## src/rtl/fpu_pkg.sv

```systemverilog
// Shared definitions for the sign/exponent/mantissa add/subtract unit:
// controller states, status bit positions and the default exponent bias.
package fpu_pkg;

    typedef enum logic [2:0] {
        S_IDLE  = 3'd0,
        S_ALIGN = 3'd1,
        S_ADD   = 3'd2,
        S_NORM  = 3'd3,
        S_ROUND = 3'd4,
        S_PACK  = 3'd5
    } state_t;

    localparam int ST_EXACT     = 0;
    localparam int ST_INEXACT   = 1;
    localparam int ST_OVERFLOW  = 2;
    localparam int ST_UNDERFLOW = 3;

    // Bias that centres the exponent range: 2^(exp_w-1) - 1.
    function automatic int default_bias(input int exp_w);
        return (2 ** (exp_w - 1)) - 1;
    endfunction

endpackage

```

## src/rtl/fpu_lzc.sv

```systemverilog
// Combinational leading-zero counter. An all-zero input reports WIDTH.
module fpu_lzc #(
    parameter int  WIDTH = 29,
    localparam int CW    = $clog2(WIDTH + 1)
) (
    input  logic [WIDTH-1:0] din,
    output logic [CW-1:0]    count
);

    // Scan upward so the highest set bit is the last one to set the count.
    always_comb begin
        count = CW'(WIDTH);
        for (int i = 0; i < WIDTH; i++) begin
            if (din[i]) count = CW'(WIDTH - 1 - i);
        end
    end

endmodule

```

## src/rtl/fpu_addsub_param.sv

```systemverilog
// Multi-cycle floating-point adder/subtractor with start/done handshake,
// guard/round/sticky alignment, round-to-nearest-even and one-hot status.
// Handshake: start is sampled only while idle (busy low); done is a one-cycle
// pulse and data_out/status_out hold their value until the next done.
// Optional build macro FPU_TRUNC_MODE_EN adds the round_mode input
// (0 = nearest-even, 1 = truncate toward zero).
module fpu_addsub_param
    import fpu_pkg::*;
#(
    parameter int  EXP_W = 6,
    parameter int  MAN_W = 25,
    parameter int  BIAS  = default_bias(EXP_W),
    localparam int W     = 1 + EXP_W + MAN_W
) (
    input  logic         clock100KHz,
    input  logic         reset,
    input  logic         start,
    input  logic         op_sub,
`ifdef FPU_TRUNC_MODE_EN
    input  logic         round_mode,
`endif
    input  logic [W-1:0] op_A_in,
    input  logic [W-1:0] op_B_in,
    output logic         busy,
    output logic         done,
    output logic [W-1:0] data_out,
    output logic [3:0]   status_out
);

    localparam int XW   = MAN_W + 4;          // {hidden, mant, G, R, S}
    localparam int EW   = EXP_W + 2;          // signed exponent, no wrap
    localparam int CW   = $clog2(XW + 1);
    localparam int EMAX = (2 ** EXP_W) - 1;

    localparam logic signed [EW-1:0] BIAS_S = EW'(BIAS);
    localparam logic signed [EW-1:0] EMAX_S = EW'(EMAX);
    localparam logic signed [EW-1:0] ONE_S  = EW'(1);

    localparam logic [3:0] STAT_EXACT   = 4'(1 << ST_EXACT);
    localparam logic [3:0] STAT_INEXACT = 4'(1 << ST_INEXACT);
    localparam logic [3:0] STAT_OVF     = 4'(1 << ST_OVERFLOW);
    localparam logic [3:0] STAT_UNF     = 4'(1 << ST_UNDERFLOW);

    state_t               state;
    logic                 sa_q, sb_q;
    logic [EXP_W-1:0]     ea_q, eb_q;
    logic [MAN_W-1:0]     ma_q, mb_q;
    logic [XW-1:0]        mx_q, my_q;
    logic                 sx_q, sy_q;
    logic signed [EW-1:0] e_q;
    logic                 byp_q;
    logic [W-1:0]         byp_word_q;
    logic [XW:0]          sum_q;
    logic [XW-1:0]        mn_q;
    logic [MAN_W-1:0]     mant_q;
    logic                 inex_q;
    logic                 trunc_sel;

    assign busy = (state != S_IDLE);

`ifdef FPU_TRUNC_MODE_EN
    logic rmode_q;
    // Rounding mode is captured together with the operands.
    always_ff @(posedge clock100KHz or negedge reset) begin
        if (!reset)                        rmode_q <= 1'b0;
        else if (state == S_IDLE && start) rmode_q <= round_mode;
    end
    assign trunc_sel = rmode_q;
`else
    assign trunc_sel = 1'b0;
`endif

    // Alignment: larger magnitude becomes X, smaller is shifted with sticky.
    logic             a_zero, b_zero, a_big, sticky;
    logic [EXP_W-1:0] ediff, e_big;
    logic [XW-1:0]    ext_big, ext_small, small_al;
    logic [W-1:0]     byp_word_c;
    always_comb begin
        a_zero    = (ea_q == '0);
        b_zero    = (eb_q == '0);
        a_big     = (ea_q > eb_q) || ((ea_q == eb_q) && (ma_q >= mb_q));
        ediff     = a_big ? (ea_q - eb_q) : (eb_q - ea_q);
        e_big     = a_big ? ea_q : eb_q;
        ext_big   = a_big ? {1'b1, ma_q, 3'b000} : {1'b1, mb_q, 3'b000};
        ext_small = a_big ? {1'b1, mb_q, 3'b000} : {1'b1, ma_q, 3'b000};
        sticky    = |(ext_small & ~({XW{1'b1}} << ediff));
        if (int'(ediff) >= (MAN_W + 3)) small_al = XW'(1);
        else                            small_al = (ext_small >> ediff) | XW'(sticky);
        if (a_zero && b_zero) byp_word_c = {sa_q & sb_q, {(W-1){1'b0}}};
        else if (a_zero)      byp_word_c = {sb_q, eb_q, mb_q};
        else                  byp_word_c = {sa_q, ea_q, ma_q};
    end

    logic [CW-1:0] lzc_cnt;
    fpu_lzc #(.WIDTH(XW)) u_lzc (
        .din   (sum_q[XW-1:0]),
        .count (lzc_cnt)
    );

    // Rounding increment on the normalised significand (LSB is bit 3).
    logic             rnd_up;
    logic [MAN_W+1:0] rnd;
    always_comb begin
        rnd_up = mn_q[2] & (mn_q[1] | mn_q[0] | mn_q[3]) & ~trunc_sel;
        rnd    = {1'b0, mn_q[XW-1:3]} + {{(MAN_W+1){1'b0}}, rnd_up};
    end

    logic signed [EW-1:0] e_biased;
    assign e_biased = e_q + BIAS_S;

    // Controller and datapath: one pipeline step per state, one op at a time.
    always_ff @(posedge clock100KHz or negedge reset) begin
        if (!reset) begin
            state      <= S_IDLE;
            done       <= 1'b0;
            data_out   <= '0;
            status_out <= STAT_EXACT;
            sa_q       <= 1'b0;
            sb_q       <= 1'b0;
            ea_q       <= '0;
            eb_q       <= '0;
            ma_q       <= '0;
            mb_q       <= '0;
            mx_q       <= '0;
            my_q       <= '0;
            sx_q       <= 1'b0;
            sy_q       <= 1'b0;
            e_q        <= '0;
            byp_q      <= 1'b0;
            byp_word_q <= '0;
            sum_q      <= '0;
            mn_q       <= '0;
            mant_q     <= '0;
            inex_q     <= 1'b0;
        end else begin
            done <= 1'b0;
            case (state)
                S_IDLE: begin
                    if (start) begin
                        sa_q  <= op_A_in[W-1];
                        sb_q  <= op_B_in[W-1] ^ op_sub;
                        ea_q  <= op_A_in[W-2 -: EXP_W];
                        eb_q  <= op_B_in[W-2 -: EXP_W];
                        ma_q  <= op_A_in[MAN_W-1:0];
                        mb_q  <= op_B_in[MAN_W-1:0];
                        state <= S_ALIGN;
                    end
                end
                S_ALIGN: begin
                    mx_q       <= ext_big;
                    my_q       <= small_al;
                    sx_q       <= a_big ? sa_q : sb_q;
                    sy_q       <= a_big ? sb_q : sa_q;
                    e_q        <= $signed({2'b00, e_big}) - BIAS_S;
                    byp_q      <= a_zero | b_zero;
                    byp_word_q <= byp_word_c;
                    state      <= S_ADD;
                end
                S_ADD: begin
                    if (sx_q == sy_q) sum_q <= {1'b0, mx_q} + {1'b0, my_q};
                    else              sum_q <= {1'b0, mx_q} - {1'b0, my_q};
                    // Exact cancellation always gives +0.
                    if ((sx_q != sy_q) && (mx_q == my_q) && !byp_q) begin
                        byp_q      <= 1'b1;
                        byp_word_q <= '0;
                    end
                    state <= S_NORM;
                end
                S_NORM: begin
                    if (sum_q[XW]) begin
                        mn_q <= {sum_q[XW:2], sum_q[1] | sum_q[0]};
                        e_q  <= e_q + ONE_S;
                    end else begin
                        mn_q <= sum_q[XW-1:0] << lzc_cnt;
                        e_q  <= e_q - $signed(EW'(lzc_cnt));
                    end
                    state <= S_ROUND;
                end
                S_ROUND: begin
                    inex_q <= |mn_q[2:0];
                    if (rnd[MAN_W+1]) begin
                        mant_q <= rnd[MAN_W:1];
                        e_q    <= e_q + ONE_S;
                    end else begin
                        mant_q <= rnd[MAN_W-1:0];
                    end
                    state <= S_PACK;
                end
                S_PACK: begin
                    done  <= 1'b1;
                    state <= S_IDLE;
                    if (byp_q) begin
                        data_out   <= byp_word_q;
                        status_out <= STAT_EXACT;
                    end else if (e_biased > EMAX_S) begin
                        data_out   <= {sx_q, {EXP_W{1'b1}}, {MAN_W{1'b1}}};
                        status_out <= STAT_OVF;
                    end else if (e_biased < ONE_S) begin
                        data_out   <= '0;
                        status_out <= STAT_UNF;
                    end else begin
                        data_out   <= {sx_q, e_biased[EXP_W-1:0], mant_q};
                        status_out <= inex_q ? STAT_INEXACT : STAT_EXACT;
                    end
                end
                default: state <= S_IDLE;
            endcase
        end
    end

endmodule

```

## config.mk

```make
export PLATFORM = sky130hd
export DESIGN_NAME = fpu_addsub_param
export DESIGN_NICKNAME = d
export VERILOG_FILES = /design/src/rtl/fpu_pkg.sv /design/src/rtl/fpu_lzc.sv /design/src/rtl/fpu_addsub_param.sv
export SDC_FILE = /design/constraint.sdc
export NUM_CORES = 1
export LEC_CHECK = 0
export CAP_MARGIN = 20
export CORE_MARGIN = 5
export CORE_UTILIZATION = 60
export CTS_BUF_LIST = sky130_fd_sc_hd__clkbuf_4
export CTS_CLUSTER_SIZE = 8
export DETAILED_ROUTE_END_ITERATION = 6
export DONT_BUFFER_PORTS = 1
export GPL_ROUTABILITY_DRIVEN = 1
export PLACE_DENSITY = 0.73
export SETUP_SLACK_MARGIN = 0.1
export SYNTH_ARGS = -nofsm -noshare
export SYNTH_HDL_FRONTEND = slang
export SYNTH_HIERARCHICAL = 1
export SYNTH_SLANG_ARGS = --single-unit
```

## constraint.sdc

```tcl
create_clock -name clock100KHz -period 5.6 [get_ports clock100KHz]
set_input_delay 0.84 -clock clock100KHz [delete_from_list [all_inputs] [get_ports clock100KHz]]
set_output_delay 0.84 -clock clock100KHz [all_outputs]
set_load 0.02 [all_outputs]
```

==> results of run 1 <==
==> cells in the mapped netlist, types with 12 or more instances <==
| master | n | area share |
|---|---|---|
| a211oi_1 | 30 | 0.011 |
| a21o_1 | 22 | 0.0082 |
| a21oi_1 | 159 | 0.039 |
| a221oi_1 | 17 | 0.0074 |
| a31oi_1 | 20 | 0.0062 |
| and3_1 | 16 | 0.0050 |
| buf_2 | 12 | 0.0030 |
| clkbuf_1 | 121 | 0.022 |
| dfrtp_1 | 286 | 0.35 |
| ha_1 | 99 | 0.061 |
| inv_1 | 125 | 0.023 |
| mux2_2 | 76 | 0.042 |
| mux2i_1 | 158 | 0.078 |
| nand2_1 | 318 | 0.059 |
| nand3_1 | 37 | 0.0092 |
| nand4_1 | 16 | 0.0050 |
| nor2_1 | 179 | 0.033 |
| nor2b_1 | 15 | 0.0046 |
| nor3_1 | 47 | 0.012 |
| nor4_1 | 12 | 0.0037 |
| o211ai_1 | 12 | 0.0045 |
| o21ai_0 | 233 | 0.058 |
| o22ai_1 | 21 | 0.0065 |
| o31ai_1 | 52 | 0.019 |
| or3_1 | 15 | 0.0046 |
| xnor2_1 | 43 | 0.019 |
| xor2_1 | 34 | 0.015 |
==> registers in the layout, summed over array words and instances, names as in the netlist, 3 cells and up <==
name and flops:
mx_q 26, ea_q 6, data_out 32, sum_q 30, byp_word_q 32, mn_q 29, my_q 29, state 3
mant_q 25, status_out 4, e_q 8, ma_q 25, eb_q 6, mb_q 25
==> per-layer routing <==
metal	vias to the layer above	GRT usage	wire length, µm
li1	8427	-	-
met3	152	0.0546	4080
met4	2	0.118	2310
met1	8851	0.443	26700
met2	793	0.537	29900
met5	-	0	13
==> final timing paths <==
kind	slack (ns)	startpoint	cells past startpoint	to
worst max-delay path	0.69	ea_q[0]$_DFFE_PN0P_	15	my_q[5]$_DFFE_PN0P_
worst min-delay path	-0.25	reset	0	mn_q[22]$_DFFE_PN0P_
worst max register to register	0.69	ea_q[0]$_DFFE_PN0P_	15	my_q[5]$_DFFE_PN0P_
worst min register to register	0.47	byp_word_q[26]$_DFFE_PN0P_	2	byp_word_q[26]$_DFFE_PN0P_
max in group asynchronous	5.39	reset	0	ea_q[5]$_DFFE_PN0P_
min in group clock100KHz	0.15	op_B_in[27]	2	eb_q[2]$_DFFE_PN0P_
==> layout make-up <==
cell class | instances | share of cell area
inverter | 127 | 0.0221
sequential | 287 | 0.333
timing repair buffer | 36 | 0.0131
antenna | 5 | 0.000579
multi-input combinational | 1792 | 0.556
clock inverter | 26 | 0.00678
clock buffer | 122 | 0.0424
tap | 448 | 0.0260
==> worst max-delay path: stages (launching register included) <==
cell	delay, ns
dfrtp_1	0.39
inv_1	0.12
ha_1	0.16
inv_1	0.06
fa_1	0.40
a21o_1	0.18
a21oi_1	0.18
o21ai_0	0.18
o32ai_4	0.48
buf_4	0.81
mux2i_1	0.54
mux2i_1	0.25
mux2i_1	0.27
nand2_1	0.09
a311o_1	0.36
a32o_1	0.25
==> per-stage QoR <==
stage / hold WS, ns / worst slack, ns
after floorplan: 0.440 / 1.90
final: -0.251 / 0.692
after detailed placement: 0.462 / 0.819
after global placement: 0.459 / 0.934
after CTS: -0.296 / 0.799
after global routing: -0.301 / 0.434
==> cell families after synthesis <==
family          count (synthesis)
simple gates                  693
fa+ha+maj                     103
mux                           248
xor+xnor                       77
buf+inv                       277
compound gates                671
flops                         287
==> repair_timing <==
action                                 CTS  global route
setup buffers                            0             0
endpoints found under the hold margin  287           286
gates resized for setup                  0             0
==> flow_metrics.env, run 1 <==
export IMPL_die_h_um=193
export IMPL_synth_simple_gate_area_frac=0.150
export IMPL_core_area_mm2=0.0334
export IMPL_instances_no_fill=2843
export IMPL_area_delta_synth_final_pct=6.92
export IMPL_final_setup_tns_ns=0
export IMPL_die_width_um=193
export IMPL_port_buffers=0
export IMPL_outcome="finished with violations"
export IMPL_stdcell_area_mm2=0.0216
export IMPL_drive_gt1_frac=0.120
export IMPL_critPathRequiredTime_ns=6.25
export IMPL_grt_overflow_total=0
export IMPL_cts_tree="built"
export IMPL_failed_checks="negative hold slack"
export IMPL_synth_ff_type="dfrtp_1"
export IMPL_holdWs_ns=-0.251
export IMPL_relSlewSlack=0.283
export IMPL_drt_wl_total_um=63000
export IMPL_synth_nets=2527
export IMPL_finalHoldViolations=286
export IMPL_nNetsFinal=2497
export IMPL_synth_top_family_by_area="compound AO/OA/AOI/OAI gates"
export IMPL_drt_pre_antenna_iters=6
export IMPL_max_freq_mhz=204
export IMPL_dp_cells=2689
export IMPL_grt_pass1_vias=17500
export IMPL_hold_path_class="input port to asynchronous set/reset pin"
export IMPL_track_usage=0.328
export IMPL_avgSynthCellArea_um2=8.57
export IMPL_yosys_warnings=6
export IMPL_clock_sinks=287
export IMPL_seq_area_mm2=0.00718
export IMPL_clkTransAtPathRegs_ns=0.07
export IMPL_synth_fa_ha_area_frac=0.0653
export IMPL_gp_congestion=0.980
export IMPL_viasPerCell=6.41
export IMPL_final_cell_mix="nand2_1 (318), dfrtp_1 (285), o21ai_0 (232), nor2_1 (177), a21oi_1 (159)"
export IMPL_numCtsBuffers=82
export IMPL_final_antenna_net_count=0
export IMPL_placed_cell_area_mm2=0.0205
export IMPL_maxCapViolCount=0
export IMPL_io_pins=106
export IMPL_synth_seq_cells=287
export IMPL_rows=67
export IMPL_routedWlPerCell_um=22.2
export IMPL_syn_instance_count=2356
export IMPL_grt_setup_unrepaired="no"
export IMPL_vias=18200
export IMPL_clock_path_buffers=3
export IMPL_grt_first_pass_wirelength_um=99300
export IMPL_critPathKind="flip-flop to flip-flop"
export IMPL_synth_xor_xnor_area_share=0.0334
export IMPL_multi_input_area_mm2=0.0120
export IMPL_setup_violations=0
export IMPL_clock_root_buffer="clkbuf_4"
export IMPL_synth_cell_types=82
export IMPL_nFillCells=2932
export IMPL_grt_max_degree=288
export IMPL_synth_edf_count=0
export IMPL_synth_compound_area_frac=0.206
export IMPL_drt_iter0_markers=1822
export IMPL_fin_crit_sh=0.876
export IMPL_clock_latency_ns=0.82
export IMPL_muxShareOfSynthArea=0.135
export IMPL_dpl_hpwl_um=46300
export IMPL_finalClockSkew_ns=0.0568
export IMPL_post_route_util=0.647
export IMPL_crit_path_end_kind="flip-flop"
export IMPL_netlist_area_mm2=0.0202
export IMPL_crit_fanout=65
export IMPL_dieArea_mm2=0.0374
export IMPL_antenna_found_initial=2
export IMPL_period_minus_slack_ns=4.91
export IMPL_arrival_ns=5.56
export IMPL_start_util=0.605
export IMPL_cts_htree_levels=3
export IMPL_slew_viol_final=0
export IMPL_worstMarginPinSlew_ns=1.07
export IMPL_ys_async_sr_fraction=1.00
export IMPL_critPathLaunchType="flip-flop"
export IMPL_synth_seq_area_share=0.356
export IMPL_remaining_drc_errors=0
export IMPL_layout_commonest_cell="nand2_1"
Power of run 1 is not shown: default switching activity piles up to over one toggle a cycle in this logic, so the estimate is an artifact.
==> run 2: changes to the inputs <==
--- a/config.mk
+++ b/config.mk
@@ -14,6 +14,7 @@
 export DONT_BUFFER_PORTS = 1
 export GPL_ROUTABILITY_DRIVEN = 1
 export PLACE_DENSITY = 0.73
+export REMOVE_ABC_BUFFERS = 1
 export SETUP_SLACK_MARGIN = 0.1
 export SYNTH_ARGS = -nofsm -noshare
 export SYNTH_HDL_FRONTEND = slang
==> flow_metrics.env, run 2 (synthesis results as in run 1) <==
export IMPL_layout_commonest_cell="nand2_1"
export IMPL_fin_crit_sh=0.851
export IMPL_routedWlPerCell_um=22.4
export IMPL_holdWs_ns=-0.243
export IMPL_start_util=0.605
export IMPL_finalClockSkew_ns=0.0552
export IMPL_drive_gt1_frac=0.114
export IMPL_die_width_um=193
export IMPL_die_h_um=193
export IMPL_post_cts_resized=0
export IMPL_finalHoldViolations=287
export IMPL_drt_iter0_markers=1721
export IMPL_remaining_drc_errors=0
export IMPL_grt_pass1_vias=17600
export IMPL_setup_violations=0
export IMPL_reg2reg_slack_ns=0.84
export IMPL_crit_path_end_kind="flip-flop"
export IMPL_grt_max_degree=288
export IMPL_max_freq_mhz=210
export IMPL_grt_setup_unrepaired="no"
export IMPL_period_minus_slack_ns=4.76
export IMPL_gp_congestion=0.970
export IMPL_clock_sinks=287
export IMPL_path_common_cell="mux2i_1"
export IMPL_final_cell_mix="nand2_1 (318), dfrtp_1 (285), o21ai_0 (232), nor2_1 (177), a21oi_1 (159)"
export IMPL_clkTransAtPathRegs_ns=0.07
export IMPL_critPathRequiredTime_ns=6.22
export IMPL_crit_fanout=76
export IMPL_relSlewSlack=0.318
export IMPL_grt_first_pass_wirelength_um=100000
export IMPL_grt_overflow_total=0
export IMPL_placed_cell_area_mm2=0.0205
export IMPL_cp_top_family="compound AO/OA/AOI/OAI gates"
export IMPL_dpl_hpwl_um=47000
export IMPL_critPathLaunchType="flip-flop"
export IMPL_core_area_mm2=0.0334
export IMPL_viasPerCell=6.43
export IMPL_clock_latency_ns=0.78
export IMPL_top_regs="byp_word_q (32), data_out (32), sum_q (30)"
export IMPL_worstMarginPinSlew_ns=1.02
export IMPL_slowest_stage="o32ai_4"
export IMPL_hold_path_class="input port to asynchronous set/reset pin"
export IMPL_numCtsBuffers=78
export IMPL_outcome="finished with violations"
export IMPL_antenna_found_initial=1
export IMPL_failed_checks="negative hold slack"
export IMPL_io_pins=106
export IMPL_clock_root_buffer="clkbuf_4"
export IMPL_cts_htree_levels=3
export IMPL_arrival_ns=5.38
export IMPL_vias=18200
export IMPL_track_usage=0.333
export IMPL_dieArea_mm2=0.0374
export IMPL_cts_setup_buffers=0
export IMPL_port_buffers=0
export IMPL_final_antenna_net_count=0
export IMPL_stdcell_area_mm2=0.0216
export IMPL_clock_path_buffers=3
export IMPL_rows=67
export IMPL_nNetsFinal=2496
export IMPL_drt_pre_antenna_iters=5
export IMPL_slew_viol_final=0
export IMPL_drt_wl_total_um=63500
export IMPL_cp_num_buf_inv=3
export IMPL_maxCapViolCount=0
export IMPL_slowest_delay_ns=0.64
export IMPL_cp_cell_sequence="inv_1, ha_1, inv_1, fa_1, a21o_1, a21oi_1, o21ai_0, o32ai_4, buf_12, mux2i_1, mux2i_1, mux2i_1, nand2_1, a311o_1, a32o_1"
export IMPL_cts_tree="built"
export IMPL_critPathKind="flip-flop to flip-flop"
export IMPL_area_delta_synth_final_pct=6.77
[run 2: cell count changes in the layout (fill, tap and decap cells not counted), moves of 2 or more]
| cell | delta |
|---|---|
| clkbuf_4 | -20 |
| clkinv_1 | +10 |
| diode_2 | -4 |
| clkinv_4 | +2 |
[run 2: per-stage QoR]
step                      setup TNS [ns]   util  setup WS (ns)  instances  hold slack, ns
after CTS                              0  0.645          0.922       2830          -0.301
after floorplan                  -113.51      -          -3.26       2206           0.440
after global routing                   0  0.646          0.626       2834          -0.302
after detailed placement               0  0.615          0.936       2690           0.461
final                                  0  0.646          0.837       2834          -0.243
after global placement                 0  0.615          0.951       2689           0.460
[run 2: path summary, 6_finish.rpt]
| path | cells after the start | endpoint | start |
|---|---|---|---|
| worst max-delay path | 15 | my_q[5]$_DFFE_PN0P_ | ea_q[0]$_DFFE_PN0P_ |
| worst min-delay path | 0 | done$_DFF_PN0_ | reset |
| worst max register to register | 15 | my_q[5]$_DFFE_PN0P_ | ea_q[0]$_DFFE_PN0P_ |
| worst min register to register | 2 | byp_word_q[30]$_DFFE_PN0P_ | byp_word_q[30]$_DFFE_PN0P_ |
| max in group asynchronous | 0 | mx_q[20]$_DFFE_PN0P_ | reset |
| min in group clock100KHz | 2 | mb_q[7]$_DFFE_PN0P_ | op_B_in[7] |
[run 2: cell type report]
| type | count | area (µm²) |
|---|---|---|
| Sequential cell | 287 | 7180 |
| Clock inverter | 38 | 224 |
| Antenna cell | 1 | 2.50 |
| Tap cell | 448 | 561 |
| Multi-Input combinational cell | 1792 | 12000 |
| Inverter | 127 | 477 |
| Clock buffer | 102 | 766 |
| Fill cell | 2960 | 11800 |
| Timing Repair Buffer | 39 | 335 |
[run 2: routing by layer]
layer,vias to the layer above,part of all wire,global-route usage
met5,-,0,0
met4,0,0.040,0.126
met3,148,0.080,0.0715
met2,798,0.46,0.524
met1,8844,0.42,0.455
li1,8420,-,-
Power of run 2 is left out for the same reason.
==> run 3: changes to the inputs <==
--- a/config.mk
+++ b/config.mk
@@ -8,12 +8,11 @@
 export CAP_MARGIN = 20
 export CORE_MARGIN = 5
 export CORE_UTILIZATION = 60
-export CTS_BUF_LIST = sky130_fd_sc_hd__clkbuf_4
 export CTS_CLUSTER_SIZE = 8
 export DETAILED_ROUTE_END_ITERATION = 6
 export DONT_BUFFER_PORTS = 1
 export GPL_ROUTABILITY_DRIVEN = 1
-export PLACE_DENSITY = 0.73
+export PLACE_DENSITY = 0.76
 export REMOVE_ABC_BUFFERS = 1
 export SETUP_SLACK_MARGIN = 0.1
 export SYNTH_ARGS = -nofsm -noshare
==> flow_metrics.env, run 3 (synthesis results as in run 1) <==
export IMPL_worstReg2RegEnd="my_q[0]$_DFFE_PN0P_"
export IMPL_cts_setup_buffers=0
export IMPL_clock_root_buffer="clkbuf_16"
export IMPL_cts_htree_levels=2
export IMPL_clock_sinks=287
export IMPL_path_common_cell="inv_1"
export IMPL_area_delta_synth_final_pct=8.38
export IMPL_routedWlPerCell_um=23.3
export IMPL_gp_congestion=0.972
export IMPL_drt_wl_total_um=64300
export IMPL_hold_path_class="input port to asynchronous set/reset pin"
export IMPL_core_area_mm2=0.0334
export IMPL_nNetsFinal=2464
export IMPL_r2r_start="ea_q[0]$_DFFE_PN0P_"
export IMPL_io_pins=106
export IMPL_antenna_found_initial=1
export IMPL_drt_iter0_markers=1757
export IMPL_cp_cell_sequence="inv_1, ha_1, inv_1, fa_1, a21o_1, a21oi_1, o21ai_0, o32ai_4, mux2i_1, xnor2_1, and2_1, o32a_1, o22ai_2, a221oi_2, a32oi_1"
export IMPL_viasPerCell=6.49
export IMPL_dieArea_mm2=0.0374
export IMPL_numCtsBuffers=43
export IMPL_period_minus_slack_ns=4.82
export IMPL_drive_gt1_frac=0.0912
export IMPL_finalClockSkew_ns=0.0193
export IMPL_vias=17900
export IMPL_cp_num_buf_inv=2
export IMPL_clock_latency_ns=0.58
export IMPL_crit_fanout=17
export IMPL_dpl_hpwl_um=46900
export IMPL_maxCapViolCount=0
export IMPL_final_antenna_net_count=0
export IMPL_slew_viol_final=0
export IMPL_critPathLaunchType="flip-flop"
export IMPL_setup_ws_ns=0.784
export IMPL_finalHoldViolations=0
export IMPL_ff2ff_path_depth=15
export IMPL_reg2reg_slack_ns=0.78
export IMPL_crit_path_end_kind="flip-flop"
export IMPL_die_h_um=193
export IMPL_final_cell_mix="nand2_1 (318), dfrtp_1 (285), o21ai_0 (232), nor2_1 (177), a21oi_1 (159)"
export IMPL_grt_overflow_total=0
export IMPL_worstMarginPinSlew_ns=1.05
export IMPL_drt_pre_antenna_iters=6
export IMPL_track_usage=0.333
export IMPL_cp_top_family="compound AO/OA/AOI/OAI gates"
export IMPL_top_regs="byp_word_q (32), data_out (32), sum_q (30)"
export IMPL_max_freq_mhz=208
export IMPL_cp_depth=15
export IMPL_fin_crit_sh=0.860
export IMPL_layout_commonest_cell="nand2_1"
export IMPL_clkTransAtPathRegs_ns=0.06
export IMPL_rows=67
export IMPL_slowest_stage="o32ai_4"
export IMPL_relSlewSlack=0.298
export IMPL_grt_first_pass_wirelength_um=101000
export IMPL_grt_pass1_vias=17400
export IMPL_post_cts_resized=0
export IMPL_port_buffers=0
export IMPL_clock_path_buffers=3
export IMPL_critPathRequiredTime_ns=6.04
export IMPL_cts_tree="built"
export IMPL_setup_violations=0
export IMPL_critPathKind="flip-flop to flip-flop"
export IMPL_remaining_drc_errors=0
export IMPL_arrival_ns=5.26
export IMPL_start_util=0.605
export IMPL_slowest_delay_ns=0.88
export IMPL_grt_max_degree=288
export IMPL_outcome="finished clean"
export IMPL_grt_setup_unrepaired="no"
export IMPL_post_place_ws_ns=0.841
export IMPL_die_width_um=193
==> run 3: per-stage QoR <==
stage / std cells / util / hold slack (ns) / area, µm² / TNS [ns]
finish: 2762 / 0.656 / 0.112 / 21900 / 0
global route: 2762 / 0.656 / 0.0919 / 21900 / 0
CTS: 2755 / 0.652 / -0.0568 / 21800 / 0
detailed placement: 2690 / 0.615 / 0.461 / 20500 / 0
global placement: 2690 / 0.615 / 0.451 / 20500 / 0
floorplan: 2206 / - / 0.440 / 19600 / -113.51
==> run 3: worst max path at each step <==
stage | to | start | slack [ns]
2_1_floorplan | my_q[1]$_DFFE_PN0P_ | ea_q[0]$_DFFE_PN0P_ | -3.26
3_3_place_gp | my_q[0]$_DFFE_PN0P_ | ea_q[0]$_DFFE_PN0P_ | 0.93
3_5_place_dp | my_q[0]$_DFFE_PN0P_ | ea_q[0]$_DFFE_PN0P_ | 0.84
4_1_cts | my_q[0]$_DFFE_PN0P_ | ea_q[0]$_DFFE_PN0P_ | 0.80
5_1_grt | my_q[1]$_DFFE_PN0P_ | ea_q[0]$_DFFE_PN0P_ | 0.45
6_report | my_q[0]$_DFFE_PN0P_ | ea_q[0]$_DFFE_PN0P_ | 0.78
==> run 3: final cells by class <==
class | count | area [µm²]
Antenna cell | 1 | 2.50
Clock buffer | 59 | 1180
Clock inverter | 6 | 63.8
Fill cell | 2796 | 11500
Inverter | 127 | 477
Multi-Input combinational cell | 1792 | 12000
Sequential cell | 287 | 7180
Tap cell | 448 | 561
Timing Repair Buffer | 42 | 410
==> run 3: worst reg2reg max path, cell delays in order (launching register included) <==
cell      delay [ns]
dfrtp_1         0.39
inv_1           0.11
ha_1            0.16
inv_1           0.05
fa_1            0.40
a21o_1          0.18
a21oi_1         0.18
o21ai_0         0.18
o32ai_4         0.88
mux2i_1         0.21
xnor2_1         0.72
and2_1          0.44
o32a_1          0.23
o22ai_2         0.08
a221oi_2        0.33
a32oi_1         0.14
==> run 3: routing by layer <==
metal | track usage | part of all wire | wire [µm]
met1 | 0.456 | 0.42 | 27000
met2 | 0.541 | 0.47 | 30300
met3 | 0.0624 | 0.076 | 4870
met4 | 0.104 | 0.033 | 2110
met5 | 0 | 0 | 0
Power of run 3 is left out for the same reason.
